File: config.mk
export PLATFORM = sky130hd
export DESIGN_NAME = pipe_stage_hs
export DESIGN_NICKNAME = d
export VERILOG_FILES = /design/src/rtl/pipe_stage_hs_pkg.sv /design/src/rtl/pipe_skid_slot.sv /design/src/rtl/pipe_stage_hs.sv
export SDC_FILE = /design/constraint.sdc
export NUM_CORES = 1
export LEC_CHECK = 0
export CORE_UTILIZATION = 50
export CTS_CLUSTER_DIAMETER = 150
export DETAILED_ROUTE_END_ITERATION = 7
export GPL_ROUTABILITY_DRIVEN = 0
export PLACE_DENSITY = 0.79
export RECOVER_POWER = 25
export SLEW_MARGIN = 10
export SYNTH_ARGS = -nofsm -noshare
export SYNTH_HDL_FRONTEND = slang
export SYNTH_HIERARCHICAL = 1
export SYNTH_SLANG_ARGS = --single-unit
export TNS_END_PERCENT = 1
File: constraint.sdc
create_clock -name clk_i -period 2.4 [get_ports clk_i]
set_clock_uncertainty 0.1 [all_clocks]
set_input_delay 0.48 -clock clk_i [delete_from_list [all_inputs] [get_ports clk_i]]
set_output_delay 0.48 -clock clk_i [all_outputs]
set_load 0.005 [all_outputs]
File: src/rtl/pipe_stage_hs_pkg.sv
// Shared types and constants for the handshaked inter-stage pipeline registers.
package pipe_stage_hs_pkg;

    typedef struct packed {
        logic       mem_read;
        logic       mem_write;
        logic       reg_write;
        logic       mem_to_reg;
        logic       branch;
        logic       alu_src;
        logic [1:0] alu_op;
    } pipe_ctrl_t;

    localparam int unsigned PIPE_CTRL_W = $bits(pipe_ctrl_t);
    localparam pipe_ctrl_t  CTRL_NOP    = '0;

    // Data bundle widths per pipeline boundary
    localparam int unsigned IF_ID_DATA_W  = 64;
    localparam int unsigned ID_EX_DATA_W  = 32;
    localparam int unsigned EX_MEM_DATA_W = 32;
    localparam int unsigned MEM_WB_DATA_W = 32;

    typedef enum logic [1:0] {
        StEmpty = 2'd0,
        StOne   = 2'd1,
        StFull  = 2'd2
    } occ_e;

endpackage

File: src/rtl/pipe_skid_slot.sv
// Single holding register: valid flag, control bundle and data bundle with load/clear.
module pipe_skid_slot #(
    parameter int unsigned DATA_W = 32,
    parameter int unsigned CTRL_W = 8
) (
    input  logic              clk_i,
    input  logic              rst_ni,
    input  logic              load_i,
    input  logic              clear_i,
    input  logic [CTRL_W-1:0] ctrl_i,
    input  logic [DATA_W-1:0] data_i,
    output logic              valid_o,
    output logic [CTRL_W-1:0] ctrl_o,
    output logic [DATA_W-1:0] data_o
);

    logic              valid_q, valid_d;
    logic [CTRL_W-1:0] ctrl_q, ctrl_d;
    logic [DATA_W-1:0] data_q, data_d;

    // Clearing zeroes ctrl so an empty slot always reads as a NOP; data may go stale
    always_comb begin
        valid_d = valid_q;
        ctrl_d  = ctrl_q;
        data_d  = data_q;
        if (load_i) begin
            valid_d = 1'b1;
            ctrl_d  = ctrl_i;
            data_d  = data_i;
        end else if (clear_i) begin
            valid_d = 1'b0;
            ctrl_d  = '0;
        end
    end

    always_ff @(posedge clk_i or negedge rst_ni) begin
        if (!rst_ni) begin
            valid_q <= 1'b0;
            ctrl_q  <= '0;
            data_q  <= '0;
        end else begin
            valid_q <= valid_d;
            ctrl_q  <= ctrl_d;
            data_q  <= data_d;
        end
    end

    assign valid_o = valid_q;
    assign ctrl_o  = ctrl_q;
    assign data_o  = data_q;

endmodule

File: src/rtl/pipe_stage_hs.sv
// Valid/ready pipeline register with optional 2-entry skid buffer and synchronous flush.
module pipe_stage_hs
    import pipe_stage_hs_pkg::*;
#(
    parameter int unsigned DATA_W  = 32,
    parameter int unsigned CTRL_W  = 8,
    parameter int unsigned SKID_EN = 1
) (
    input  logic              clk_i,
    input  logic              rst_ni,
    input  logic              flush_i,
    input  logic              in_valid_i,
    output logic              in_ready_o,
    input  logic [CTRL_W-1:0] in_ctrl_i,
    input  logic [DATA_W-1:0] in_data_i,
    output logic              out_valid_o,
    input  logic              out_ready_i,
    output logic [CTRL_W-1:0] out_ctrl_o,
    output logic [DATA_W-1:0] out_data_o,
    output logic [1:0]        occupancy_o
);

    occ_e occ_q, occ_d;
    logic in_ready_q, in_ready_d;
    logic pop, accept, in_ready;
    logic main_load, main_clear, main_from_skid;
    logic skid_load, skid_clear;
    logic              main_valid;
    logic              skid_valid;
    logic [CTRL_W-1:0] skid_ctrl;
    logic [DATA_W-1:0] skid_data;

    assign in_ready = (SKID_EN != 0) ? in_ready_q : (~main_valid | out_ready_i);
    assign pop      = main_valid & out_ready_i;
    assign accept   = in_valid_i & in_ready & ~flush_i;

    always_comb begin
        occ_d          = occ_q;
        main_load      = 1'b0;
        main_clear     = 1'b0;
        main_from_skid = 1'b0;
        skid_load      = 1'b0;
        skid_clear     = 1'b0;
        if (flush_i) begin
            occ_d      = StEmpty;
            main_clear = 1'b1;
            skid_clear = 1'b1;
        end else begin
            unique case (occ_q)
                StEmpty: begin
                    if (accept) begin
                        occ_d     = StOne;
                        main_load = 1'b1;
                    end
                end
                StOne: begin
                    if (accept && pop) begin
                        main_load = 1'b1;
                    end else if (accept) begin
                        // Without a skid, in_ready already implies pop here
                        if (SKID_EN != 0) begin
                            occ_d     = StFull;
                            skid_load = 1'b1;
                        end
                    end else if (pop) begin
                        occ_d      = StEmpty;
                        main_clear = 1'b1;
                    end
                end
                StFull: begin
                    if (pop && skid_valid) begin
                        occ_d          = StOne;
                        main_load      = 1'b1;
                        main_from_skid = 1'b1;
                        skid_clear     = 1'b1;
                    end
                end
                default: begin
                    occ_d      = StEmpty;
                    main_clear = 1'b1;
                    skid_clear = 1'b1;
                end
            endcase
        end
        in_ready_d = (occ_d != StFull);
    end

    always_ff @(posedge clk_i or negedge rst_ni) begin
        if (!rst_ni) begin
            occ_q      <= StEmpty;
            in_ready_q <= 1'b0;
        end else begin
            occ_q      <= occ_d;
            in_ready_q <= in_ready_d;
        end
    end

    pipe_skid_slot #(
        .DATA_W (DATA_W),
        .CTRL_W (CTRL_W)
    ) u_main (
        .clk_i   (clk_i),
        .rst_ni  (rst_ni),
        .load_i  (main_load),
        .clear_i (main_clear),
        .ctrl_i  (main_from_skid ? skid_ctrl : in_ctrl_i),
        .data_i  (main_from_skid ? skid_data : in_data_i),
        .valid_o (main_valid),
        .ctrl_o  (out_ctrl_o),
        .data_o  (out_data_o)
    );

    if (SKID_EN != 0) begin : g_skid
        pipe_skid_slot #(
            .DATA_W (DATA_W),
            .CTRL_W (CTRL_W)
        ) u_skid (
            .clk_i   (clk_i),
            .rst_ni  (rst_ni),
            .load_i  (skid_load),
            .clear_i (skid_clear),
            .ctrl_i  (in_ctrl_i),
            .data_i  (in_data_i),
            .valid_o (skid_valid),
            .ctrl_o  (skid_ctrl),
            .data_o  (skid_data)
        );
    end else begin : g_no_skid
        assign skid_valid = 1'b0;
        assign skid_ctrl  = '0;
        assign skid_data  = '0;
    end

    assign in_ready_o  = in_ready;
    assign out_valid_o = main_valid;
    assign occupancy_o = occ_q;

endmodule

==> impl_metrics.json <==
{
  "outcome": "completed",
  "hold_violations": 0,
  "cp-end-kind": "register",
  "final_cell_mix": "87 x clkdlybuf4s50_1, 85 x dfrtp_1, 62 x mux2_4, 37 x mux2_2, 16 x a22o_1",
  "track_usage_pct": 19.0,
  "rows": 32,
  "grt_max_degree": 44,
  "leakagePower_nw": 2.32,
  "timing.final.crit_share_pct": 90.6,
  "postLayoutCoreUtil_pct": 68.5,
  "drc": 0,
  "synth_nets": 292,
  "io_buffers": 88,
  "dieArea_mm2": 0.00847,
  "p_int_mw": 3.29,
  "multi_input_area_mm2": 0.00176,
  "postCtsSetupRepairBufs": 0,
  "avgViaCountPerCell": 5.23,
  "htreeDepth": 3,
  "clk_latency_ps": 330,
  "cp-start-kind": "primary input",
  "cts_tree": "yes",
  "seq_area_mm2": 0.00213,
  "cts_root_buffer": "clkbuf_8",
  "final_layout_size_suffix_gt1_share_pct": 38.9,
  "cp_max_fo": 9,
  "die_height_um": 92.0,
  "grt_first_pass_wirelength_um": 12600,
  "fp.dieW_um": 92.0,
  "hold_ws_ps": 239,
  "finalMaxSlewViolations": 0,
  "cts_resized": 0,
  "cts_buffers": 9,
  "worst_ir_drop_vdd_mv": 0.405,
  "critPathRequiredTime_ps": 2530,
  "dr.pass1.iters": 4,
  "pwr_density_cell_mw_per_mm2": 801,
  "fin_crit_ps": 2170,
  "netlist_area_mm2": 0.00405,
  "path_clk_slew_ps": 80,
  "ys_ff_latch": 85,
  "hold_buffers": 0,
  "synth_area_per_cell_um2": 16.4,
  "holdCritPathClass": "primary input to asynchronous set/reset pin",
  "max_freq_mhz": 460,
  "tightest_slew_ps": 1100,
  "dp_hpwl_um": 5090,
  "grt-ovfl-total": 0,
  "path_class": "primary input to register",
  "syn_inst": 247,
  "area_delta_synth_final_pct": 31.2,
  "nets": 390,
  "initial_utilization_pct": 52.2,
  "post_drt_wl_per_cell_um": 16.8,
  "drt_iter0_markers": 60,
  "finalSetupTns_ps": 0,
  "antenna_found_initial": 0,
  "vias": 2364,
  "p_comb_share_pct": 26.5,
  "num_io_pins": 89,
  "antenna-diode-count": 0,
  "seqPwrFrac_pct": 47.2,
  "p_switching_uw": 975,
  "clock-sinks": 85,
  "rsz0062_at_grt": "false",
  "nFillCells": 551,
  "relSlewSlack_pct": 26.9,
  "synth_cell_types": 21,
  "p_sw_share_pct": 22.9,
  "setup_viol": 0,
  "yosysSeqAreaShare_pct": 52.5,
  "drtAntennaViolNets": 0,
  "drt_wl_total_um": 7610,
  "core_region_area_mm2": 0.00777,
  "final_common_cell": "clkdlybuf4s50_1",
  "yosys_warnings": 6,
  "r2r_cells": 5,
  "cap_violations": 0,
  "arrival_ps": 2300,
  "clockPowerShare_pct": 26.3,
  "clk_path_buf_depth": 2,
  "grt_pass1_vias": 2563
}
[flip-flops by register name, summed over array words and instances (netlist names)]
name                   flops
g_skid.u_skid/ctrl_o       8
g_skid.u_skid/data_o      32
g_skid.u_skid/valid_o      1
in_ready_o                 1
occupancy_o                2
u_main/ctrl_o              8
u_main/data_o             32
u_main/valid_o             1
[synthesized netlist by cell type]
library cell	instances	area share, %
dfrtp_1	85	52
mux2_4	62	23
mux2_2	37	10
a22o_1	16	3.5
buf_6	15	4.2
a21o_1	5	0.93
mux2_1	5	1.4
inv_1	3	0.28
nand3_1	3	0.37
nor2_4	3	0.83
a21oi_1	2	0.25
nand3b_1	2	0.37
a31o_2	1	0.22
a31oi_1	1	0.15
and4_1	1	0.22
and4bb_2	1	0.31
nand2_1	1	0.093
nand2b_1	1	0.15
nand4b_1	1	0.22
nand4bb_4	1	0.68
o21bai_1	1	0.19
[final timing paths]
path | start | to | slack, ps
worst min register to register | g_skid.u_skid/ctrl_o[3] | g_skid.u_skid/ctrl_o[3] | 400
worst max register to register | occupancy_o[1] | u_main/data_o[31] | 470
worst max-delay path | flush_i | u_main/data_o[31] | 230
max in group asynchronous | rst_ni | u_main/data_o[4] | 1160
min in group clk_i | g_skid.u_skid/ctrl_o[3] | g_skid.u_skid/ctrl_o[3] | 400
worst min-delay path | rst_ni | u_main/data_o[9] | 240
[power groups by stage]
| stage | Sequential [mW] | Clock [mW] | Combinational, mW |
|---|---|---|---|
| 2_1_floorplan | 2.00 | 0 | 0.612 |
| 3_3_place_gp | 2.01 | 0 | 1.11 |
| 3_5_place_dp | 2.03 | 0 | 1.14 |
| 4_1_cts | 2.01 | 1.15 | 1.14 |
| 5_1_grt | 2.05 | 1.21 | 1.21 |
| 6_report | 2.01 | 1.12 | 1.13 |
[cell type report]
class	count	area share [%]
tap	102	2.40
inverter	3	0.212
multi-input combinational	144	33.0
clock buffer	13	2.99
sequential	85	40.0
clock inverter	3	1.27
timing repair buffer	102	20.1
[kinds of logic after synthesis]
kind of cell / after synthesis / share of synthesized area (%)
AND/OR/NAND/NOR: 14 / 3.24
multiplexers: 104 / 34.6
buffers and inverters: 18 / 4.45
flip-flops: 85 / 52.5
AO/OA/AOI/OAI: 26 / 5.19
[critical path, stage by stage]
cell and delay (ps):
clkdlybuf4s50_1 470, and4bb_2 350, nand3_1 150, a21oi_4 280, buf_4 220, mux2_2 350
[stage by stage]
| stage | std cells | instance area [um^2] | worst slack, ps | power, mW |
|---|---|---|---|---|
| CTS | 452 | 5320 | 241 | 4.30 |
| global route | 452 | 5320 | 187 | 4.47 |
| detailed placement | 436 | 5090 | -107 | 3.16 |
| global placement | 436 | 5090 | -75.9 | 3.13 |
| floorplan | 247 | 4050 | 404 | 2.61 |
| finish | 452 | 5320 | 225 | 4.26 |
[routing by layer]
| metal | track usage [%] | share of wire (%) | vias to the layer above |
|---|---|---|---|
| li1 | - | - | 1096 |
| met3 | 4.06 | 4.7 | 6 |
| met2 | 28.9 | 46 | 62 |
| met4 | 5.08 | 0.70 | 0 |
| met5 | 0 | 0 | - |
| met1 | 27.6 | 49 | 1200 |
Power figures use the tool's default switching activity.
==> RTL edit 1 (same settings) <==
Take the reset off `data_q` and load it in a clocked block of its own.
--- a/src/rtl/pipe_skid_slot.sv
+++ b/src/rtl/pipe_skid_slot.sv
@@ -39,3 +39,2 @@
             ctrl_q  <= '0;
-            data_q  <= '0;
         end else begin
@@ -43,4 +42,7 @@
             ctrl_q  <= ctrl_d;
-            data_q  <= data_d;
         end
+    end
+
+    always_ff @(posedge clk_i) begin
+        data_q <= data_d;
     end
Function: differs if rst_ni is asserted again (counterexample within 4 cycles, from zero or initial values and one cycle with rst_ni low); with rst_ni held inactive, the same outputs for 10 cycles.
==> RTL edit 1 against the original RTL <==
The run now ends with design-rule violations left. Utilization grew 2.5 points. Hold slack better by 0.17 ns. Routed wire length decreased by 20%. Sequential cell count is the same. Cell area decreased by 14%. Critical path depth down 1. Worst setup slack better by 0.16 ns. Synthesized area shrank 17%. Critical path type unchanged. Critical endpoint is now u_main/data_o[17].
Power is not compared: it rests on default switching activity, and its combinational part moved more than twofold at a synthesized area within 25%.
==> RTL edit 1: results <==
metrics = {
    "final_layout": {
        "num-clock-buffers": 9,
        "clkCellAreaFrac_pct": 3.90,
        "multi_input_gates": 80,
        "final_net_count": 321,
        "buffer_area_share_pct": 21.8,
        "multi_input_area_share_pct": 18.1,
        "register_area_sq_mm": 0.00245,
        "antenna_cells": 1,
        "n_fill_cell": 437,
        "buffers_excl_clock": 97,
        "drive_above_1_share_pct": 24.2,
    },
    "grt": {
        "grt_max_degree": 37,
        "grt.total_usage_pct": 18.4,
        "grt_first_pass_wirelength_mm": 9.83,
        "grt_antenna_before_repair": 1,
        "grt_pass1_vias": 1933,
    },
    "critical_path": {
        "critPathMaxFanout": 14,
        "r2r-start": "occupancy_o[1]",
        "r2r_end": "u_main/data_o[17]",
        "critical_path_arrival_ns": 1.96,
        "slowest_delay_ns": 0.47,
        "rr_worst_depth": 4,
        "path_class": "input pin to register",
        "r2r_setup_slack_ns": 0.50,
    },
    "routing": {
        "drc": 44,
        "routed_via_density": 5.27,
        "drt_pass1_iterations": 7,
        "finalWirelength_mm": 6.11,
        "drt-initial-drc-count": 96,
    },
    "worst_hold_path": {
        "hold_path.class": "register to register",
    },
    "logic_synthesis": {
        "synth_warnings": 6,
        "synth_nets": 220,
        "ys_types": 23,
        "synth_ff_type": "edfxtp_1",
        "synthArstFlopShare_pct": 24.7,
        "synth_seq_area_share_pct": 73.1,
        "synth_common_cells": "edfxtp_1, mux2_2, dfrtp_1",
        "synth_compound_area_share_pct": 6.35,
        "muxShareOfSynthArea_pct": 13.4,
        "synth_edf_count": 64,
        "synthTopCellsByArea": "edfxtp_1, dfrtp_1, mux2_2",
    },
    "place": {
        "place.detailed.hpwl_mm": 4.19,
        "pre_cts_slack_ns": 0.0320,
        "port-buffer-count": 88,
    },
    "outcome": {
        "violations": "design-rule violations",
        "outcome": "finished with violations",
    },
    "clock_network": {
        "clkTransAtPathRegs_ns": 0.08,
        "cts_max_level": 3,
        "clock_sinks": 85,
    },
    "sta": {
        "worst_pin_slew_ns": 1.09,
        "fin_ws_ns": 0.383,
        "fin_hold_ws_ns": 0.404,
    },
    "pwr": {
        "p_leak_nw": 1.64,
    },
}
RTL edit 1: cell count changes after synthesis, sizes merged:
| cell | unedited run | this run |
|---|---|---|
| buf | 15 | 7 |
| edfxtp | 0 | 64 |
| dfrtp | 85 | 21 |
| mux2 | 104 | 40 |
RTL edit 1: power by group:
group / internal, mW / total [mW] / switching (mW)
combinational: 0.161 / 0.261 / 0.0995
sequential: 1.64 / 1.66 / 0.0258
clock: 0.387 / 0.920 / 0.533
total: 2.18 / 2.84 / 0.658
RTL edit 1: through the flow:
stage	instance area, sq um	std cells
detailed placement	4380	342
floorplan	3360	175
global route	4550	358
finish	4560	359
global placement	4380	342
CTS	4560	358
RTL edit 1: per-layer routing:
layer,vias up,track usage (%),wire length (um)
met5,-,0,0
met4,0,8.31,45
met2,77,25.5,2770
met3,4,4.55,408
met1,918,27.7,2880
li1,894,-,-
==> RTL edit 2 (same settings) <==
Without the edit above. `CTRL_W` is set to 8 in 2 places; all go to 10.
--- a/src/rtl/pipe_skid_slot.sv
+++ b/src/rtl/pipe_skid_slot.sv
@@ -3,3 +3,3 @@
     parameter int unsigned DATA_W = 32,
-    parameter int unsigned CTRL_W = 8
+    parameter int unsigned CTRL_W = 10
 ) (
--- a/src/rtl/pipe_stage_hs.sv
+++ b/src/rtl/pipe_stage_hs.sv
@@ -5,3 +5,3 @@
     parameter int unsigned DATA_W  = 32,
-    parameter int unsigned CTRL_W  = 8,
+    parameter int unsigned CTRL_W  = 10,
     parameter int unsigned SKID_EN = 1
Ports: changed (resized in_ctrl_i and out_ctrl_o); port bits go from 89 to 93. The function was not compared with the original's and may differ.
==> RTL edit 2 against the original RTL <==
Cell area is 7.0% higher. Routed wire length increased by 6.4%. Fmax is essentially flat. Utilization fell by 0.22 points. Sequential cell count rose by 4. Synthesized area rose by 8.2%. Power increased by 0.76%. Sequential power is 3% higher. Worst setup slack about the same. Critical endpoint is now u_main/data_o[22].
==> RTL edit 2: results <==
metrics = {
    "critical_path": {
        "cp_top_family": "buffers and inverters",
        "critical_path_arrival_ns": 2.31,
        "r2r_end": "u_main/data_o[22]",
        "critPathMaxFanout": 13,
        "rr_worst_depth": 5,
        "crit_start": "flush_i",
        "path_class": "input pin to register",
        "slowest_delay_ns": 0.45,
        "slowest_stage": "clkdlybuf4s50_1",
        "r2r_setup_slack_ns": 0.44,
    },
    "clock_network": {
        "cts_resized": 0,
        "worstSkewPairLatency_ns": 0.35,
        "cts_max_level": 3,
        "clkTransAtPathRegs_ns": 0.08,
        "cts_hold_buf": 1,
        "clk_path_buf_depth": 2,
    },
    "place": {
        "place_area_sq_mm": 0.00548,
        "place.detailed.hpwl_mm": 5.70,
        "pre_cts_slack_ns": -0.134,
        "dp_cells": 456,
        "port-buffer-count": 92,
    },
    "logic_synthesis": {
        "syn_inst": 257,
        "synth_common_cells": "mux2_4, dfrtp_1, a22o_1",
        "synth_warnings": 6,
        "synth_nets": 304,
        "ys_types": 24,
        "yosys.area.top_type": "dfrtp_1",
        "synthArstFlopShare_pct": 100,
        "synth_seq_area_share_pct": 50.8,
        "synthTopCellsByArea": "dfrtp_1, mux2_4, a22o_1",
    },
    "pwr": {
        "combPwrFrac_pct": 27.2,
        "ir_worst_vdd_mv": 0.523,
        "pg_clk_mw": 1.04,
        "p_leak_nw": 2.57,
        "power.internal_mw": 3.25,
        "comb-power_mw": 1.17,
    },
    "routing": {
        "drt-initial-drc-count": 51,
        "drt_pass1_iterations": 4,
        "finalWirelength_mm": 8.10,
        "routed_via_density": 5.21,
    },
    "grt": {
        "grt_first_pass_wirelength_mm": 13.0,
        "grt.total_usage_pct": 19.0,
        "grt_pass1_vias": 2618,
        "grt_max_degree": 54,
    },
    "final_layout": {
        "n_fill_cell": 617,
        "fin_cells": 473,
        "antenna_cells": 0,
        "drive_above_1_share_pct": 41.3,
        "final_net_count": 410,
        "multiInputGateArea_sq_mm": 0.00196,
    },
    "sta": {
        "min_period_ns": 2.17,
        "relSlewSlack_pct": 37.3,
        "fin_hold_ws_ns": 0.404,
    },
    "worst_hold_path": {
        "hold_end": "g_skid.u_skid/ctrl_o[1]",
        "hold_path.class": "register to register",
    },
    "outcome": {
        "outcome": "completed",
    },
}
==> RTL edit 2: cell families (layout without fill, tap and decap cells) <==
family          after synthesis  after routing  synth area share (%)
flops                        89             89                  50.8
simple gates                 14             14                  3.25
compound gates               30             30                  5.68
mux                         106            106                  35.6
buf+inv                      18            129                  4.62
==> RTL edit 2: metal layers <==
layer | part of all wire [%] | global-route usage (%) | up-vias | wire [um]
met3 | 4.3 | 4.94 | 8 | 350
met4 | 1.2 | 5.97 | 0 | 100
met1 | 46 | 24.7 | 1250 | 3760
li1 | - | - | 1151 | -
met2 | 48 | 31.3 | 53 | 3900
met5 | 0 | 0 | - | 0
==> RTL edit 2: final cells by class <==
type                    count  share of cell area (%)
repair buffers            110                    20.3
inverters                   3                   0.198
clock buffers              10                    2.42
multi-input cells         150                    34.5
clock inverters             6                    1.17
flip-flops and latches     89                    39.1
well taps                 105                    2.31
